**config.mk**
```make
export PLATFORM = sky130hd
export DESIGN_NAME = prog_ram_loader
export DESIGN_NICKNAME = d
export VERILOG_FILES = /design/src/rtl/prog_ram_loader.sv
export SDC_FILE = /design/constraint.sdc
export NUM_CORES = 1
export LEC_CHECK = 0
export BUFFER_PORTS_ARGS = -buffer_cell sky130_fd_sc_hd__buf_4
export CAP_MARGIN = 30
export CORE_MARGIN = 3
export CORE_UTILIZATION = 60
export CTS_CLUSTER_DIAMETER = 60
export DETAILED_ROUTE_END_ITERATION = 8
export GPL_TIMING_DRIVEN = 0
export PLACE_DENSITY = 0.78
export RECOVER_POWER = 25
export SYNTH_ARGS = -nofsm -noshare
export SYNTH_HDL_FRONTEND = slang
export SYNTH_SLANG_ARGS = --single-unit
```
**constraint.sdc**
```tcl
create_clock -name CLK -period 5.6 [get_ports CLK]
set_input_delay 1.12 -clock CLK [delete_from_list [all_inputs] [get_ports CLK]]
set_output_delay 1.12 -clock CLK [all_outputs]
set_load 0.02 [all_outputs]
```
**src/rtl/prog_ram_loader.sv**
```systemverilog
// prog_ram_loader: loads a framed, XOR-checked program image into a 16x8 RAM and holds the CPU in reset until it is verified.
module prog_ram_loader #(
    parameter int AW = 4,
    parameter int DW = 8
) (
    input  logic          CLK,
    input  logic          RESETn,
    input  logic          LOAD_START,
    input  logic [DW-1:0] DIN,
    input  logic          DIN_VALID,
    output logic          DIN_READY,
    input  logic [AW-1:0] ABUS,
    input  logic          CE,
    output logic [DW-1:0] DBUS,
    output logic          CPU_RESETn,
    output logic          BUSY,
    output logic          DONE,
    output logic          ERR
);
    typedef enum logic [2:0] {IDLE, COUNT, DATA, CHECK, FILL, RUN, ERROR} state_t;
    state_t state_q, state_d;
    logic [AW:0] addr_q, addr_d, n_q, n_d;
    logic [DW-1:0] acc_q, acc_d, wdata;
    logic din_ready_q, din_ready_d, busy_q, busy_d, done_q, done_d, err_q, err_d, cpu_resetn_q, cpu_resetn_d;
    logic xfer, we;
    logic [DW-1:0] mem [1<<AW];
    always_comb begin
        xfer = DIN_VALID && din_ready_q;
        state_d = state_q;
        addr_d = addr_q;
        n_d = n_q;
        acc_d = acc_q;
        case (state_q)
            IDLE, RUN, ERROR: if (LOAD_START) state_d = COUNT;
            COUNT: if (xfer) begin
                if (DIN >= DW'(1) && DIN <= DW'(1 << AW)) begin
                    n_d = DIN[AW:0];
                    addr_d = '0;
                    acc_d = '0;
                    state_d = DATA;
                end else state_d = ERROR;
            end
            DATA: if (xfer) begin
                addr_d = addr_q + 1'b1;
                acc_d = acc_q ^ DIN;
                if (addr_d == n_q) state_d = CHECK;
            end
            CHECK: if (xfer) begin
                addr_d = n_q;
                state_d = (DIN != acc_q) ? ERROR : n_q[AW] ? RUN : FILL;
            end
            FILL: begin
                addr_d = addr_q + 1'b1;
                if (&addr_q[AW-1:0]) state_d = RUN;
            end
            default: state_d = IDLE;
        endcase
        // outputs are decoded from the next state so they settle with the state register
        din_ready_d = state_d inside {COUNT, DATA, CHECK};
        busy_d = state_d inside {COUNT, DATA, CHECK, FILL};
        done_d = state_d == RUN;
        err_d = state_d == ERROR;
        cpu_resetn_d = state_d == RUN;
        we = (state_q == DATA && xfer) || state_q == FILL;
        wdata = (state_q == FILL) ? '0 : DIN;
    end
    always_ff @(posedge CLK) begin
        if (!RESETn) begin
            state_q <= IDLE;
            addr_q <= '0;
            n_q <= '0;
            acc_q <= '0;
            din_ready_q <= 1'b0;
            busy_q <= 1'b0;
            done_q <= 1'b0;
            err_q <= 1'b0;
            cpu_resetn_q <= 1'b0;
        end else begin
            state_q <= state_d;
            addr_q <= addr_d;
            n_q <= n_d;
            acc_q <= acc_d;
            din_ready_q <= din_ready_d;
            busy_q <= busy_d;
            done_q <= done_d;
            err_q <= err_d;
            cpu_resetn_q <= cpu_resetn_d;
        end
    end
    // RAM has no reset; a reset edge aborts any pending write
    always_ff @(posedge CLK) begin
        if (RESETn && we) mem[addr_q[AW-1:0]] <= wdata;
    end
    assign DBUS = CE ? '0 : mem[ABUS];
    assign DIN_READY = din_ready_q;
    assign BUSY = busy_q;
    assign DONE = done_q;
    assign ERR = err_q;
    assign CPU_RESETn = cpu_resetn_q;
endmodule

```
==> summary.md <==
* **run status** finished clean
* **clock slew at the register clock pins of the worst setup and hold paths** 0.07 ns
* **type of the worst setup path** in2out
* **Die H** 110.0 um
* **EDFF count, synth** 128
* **Max clock buf depth** 2
* **Most used DFF post-synth** sky130_fd_sc_hd__edfxtp_1
* **Vias** 3702
* **# placed instances** 566
* **floorplan die area** 12100 um^2
* **startpoint of the worst register-to-register path** state_q[2]$_SDFF_PN0_
* **largest fanout on the critical path** 10
* **setup-violating endpoint count in the final report** 0
* **Post-Synth Simple-Gate Area** 8.867%
* **Starting Density** 62.32%
* **HPWL after detailed placement** 8912 um
* **pin count of the biggest net entering global routing** 17
* **mux share of post-synthesis cell area** 14.65%
* **layout cell share with drive strength beyond 1** 25.22%
* **required time at the endpoint of the critical path** 4.48 ns
* **proportion of register bits with asynchronous set or reset after synthesis** 0%
* **data arrival time at the worst-slack endpoint** 3.03 ns
* **Avg Vias per Cell** 6.170
* **cell type contributing the most total cell area after synthesis** sky130_fd_sc_hd__edfxtp_1
* **Final Instance Count excl. Fillers** 600
* **slowest cell on the critical path** sky130_fd_sc_hd__buf_1
* **global-route wire length before repair** 21010 um
* **Overall Global Routing Usage** 24.69%
* **die outline width** 110.0 um
* **worst relative slew slack** 44.72%
* **worst clock skew on the final layout** 0.008748 ns
* **Slew @ Worst Pin** 0.8261 ns
* **TritonCTS clock tree** done
* **Worst Hold Depth** 2
* **Iter 0 DRT Violations** 297
* **hold_buf cts** 0
* **leading cell type in the layout, fill and taps excluded** sky130_fd_sc_hd__edfxtp_1
* **Placeable Area** 10420 um^2
* **number of fill cells in the layout** 673
* **post-CTS setup buffers** 0
* **top-area cell type share of the netlist area** 59.21%
* **Synth Area in Adders** 0.7710%
* **post-synthesis sequential area ratio** 66.92%
* **reg2reg path depth** 8
* **largest family of logic cells by synthesized area** multiplexers
* **Yosys warning count** 0
* **capturing point of the worst reg2reg path** mem[1][6]$_DFFE_PP_
* **number of nets in the finished design** 472
* **Mapped Cells** 394
* **critical-path cell list** buf_4 > buf_1 > mux4_2 > mux4_2 > nor2b_1 > buf_4
* **highest ir drop seen on vdd** 0.2060 mV
* **Max Cap Viol** 0
* **number of H-tree levels** 4
* **final weighted congestion in routability-driven placement** 0.8906
* **ratio of final minimum period to clock period** 74.11%
* **TritonCTS buffer count** 17
* **count of clock tree sinks** 153
* **DR DRC count** 0
* **number of gates given a new drive strength after cts** 0
* **total count of max-transition violations in the final report** 0
* **leading cell types in the layout, fill and taps excluded** 128 x sky130_fd_sc_hd__edfxtp_1, 40 x sky130_fd_sc_hd__mux4_2, 36 x sky130_fd_sc_hd__nor2_1
* **root buffer selected by CTS** sky130_fd_sc_hd__clkbuf_8
* **I/O Pins** 30
* **hold_sp** acc_q[0]$_SDFFE_PN0P_
* **leading cell types by total area after synthesis** sky130_fd_sc_hd__edfxtp_1 59%, sky130_fd_sc_hd__mux4_2 14%, sky130_fd_sc_hd__dfxtp_1 7.7%
* **synthesized area per cell** 16.48 um^2
* **count of unique library cells instantiated by Yosys** 51
* **accumulated negative setup slack** 0 ns
* **final number of hold-violating endpoints** 0
* **net count after synthesis** 415
* **# diodes** 0
* **drt total wl** 13300 um
* **type of the tightest min-delay check** reg2reg
* **r2r setup slk** 2.65 ns
* **compound-cell area share of the yosys netlist** 4.607%
* **setup repair after global routing missed its margin** false
* **number of detailed-route iterations in the first pass** 4
* **# rows** 37
* **critical path endpoint category** primary output
* **Synth Cell Area** 6491 um^2
* **Wirelength per Cell** 22.17 um
* **Worst setup SP type** input pin
* **delay of the slowest cell on the worst path** 0.51 ns
* **count of buffers from port buffering** 26
* **Final Critical Period** 4.150 ns
* **Remaining Overflow, GRT** 0
* **post-synthesis sequential element count** 153
* **Max Fclk** 240.9 MHz
* **clock latency of the later-clocked register in the worst-skew pair** 0.52 ns
* **XOR/XNOR Fraction of Synth Area** 2.487%
* **via count of the first global-routing pass** 3788
* **Layout Area Growth over Synthesis** 16.25%
* **antenna violations before repair** 0
* **static leakage** 2.474 nW
* **end of the worst hold path** acc_q[0]$_SDFFE_PN0P_
* **remaining number of nets flagged by the antenna check after routing** 0
* **Power per Cell Area** 350.0 nW/um^2
## per-layer routing
layer  up-vias  track usage [%]  wire (um)
met5         -                0          0
met4         0            11.04        335
met3        22            4.776        642
met2       105            40.77       6928
met1      1909            32.14       5397
li1       1666                -          -
## kinds of logic after synthesis
logic type / after synthesis
xor+xnor: 16
flops: 153
compound gates: 45
mux: 45
buf+inv: 24
simple gates: 107
fa+ha+maj: 4
## stage by stage
step / total power, mW / worst slack (ns) / hold WS [ns] / area (um^2) / util [%]
finish: 2.641 / 1.450 / 0.5033 / 7546 / 72.44
global route: 2.726 / 1.399 / 0.5387 / 7546 / 72.44
CTS: 2.656 / 1.444 / 0.5098 / 7555 / 72.53
detailed placement: 1.504 / 1.462 / 0.4960 / 6943 / 66.65
global placement: 1.494 / 1.471 / 0.4847 / 6857 / 65.83
floorplan: 1.426 / 1.847 / 0.4697 / 6491 / -
## report_power, final
part / switching (mW) / total, mW / internal, mW
sequential: 0.00943 / 1.26 / 1.25
combinational: 0.131 / 0.223 / 0.0921
clock: 0.435 / 1.16 / 0.725
total: 0.575 / 2.64 / 2.07
## Yosys cell counts (all sizes together) (2+ instances only)
cell	instances
o211ai	2
o21ai	12
mux4	40
nor3	8
nor2b	19
inv	3
mux2i	5
nand4	3
xnor2	10
buf	13
nand2b	7
nor4	3
nand3	2
or3	2
xor2	5
a211oi	3
ha	4
nand2	12
nor2	36
clkbuf	8
nand4b	7
and3	3
a22oi	4
dfxtp	25
a21oi	12
edfxtp	128
## cell type report
| cell class | count | area (um^2) | share of cell area [%] |
|---|---|---|---|
| Inverter | 3 | 11.26 | 0.1492 |
| Buffer | 21 | 97.59 | 1.293 |
| Tap cell | 136 | 170.2 | 2.255 |
| Clock inverter | 14 | 193.9 | 2.570 |
| Multi-Input combinational cell | 217 | 2037 | 26.99 |
| Sequential cell | 153 | 4344 | 57.57 |
| Timing Repair Buffer | 38 | 274.0 | 3.631 |
| Clock buffer | 18 | 417.9 | 5.538 |
## registers in the layout, summed over array words and instances (netlist names)
signal,flops
BUSY,1
DIN_READY,1
n_q,5
acc_q,8
mem,128
addr_q,5
state_q,3
ERR,1
CPU_RESETn,1
## critical path, delay by kind of cell
family                 cells  cell delay (ns)
AND/OR/NAND/NOR            1             0.15
multiplexers               2             0.97
buffers and inverters      3             0.79
## how the worst max path moves through the flow
stage	startpoint	cells past startpoint	endpoint
finish	ABUS[2]	6	DBUS[6]
global route	ABUS[2]	6	DBUS[6]
CTS	ABUS[2]	6	DBUS[6]
detailed placement	ABUS[2]	6	DBUS[6]
global placement	ABUS[2]	6	DBUS[5]
floorplan	ABUS[0]	5	DBUS[0]
No activity file was read; power rests on OpenSTA's default activity.
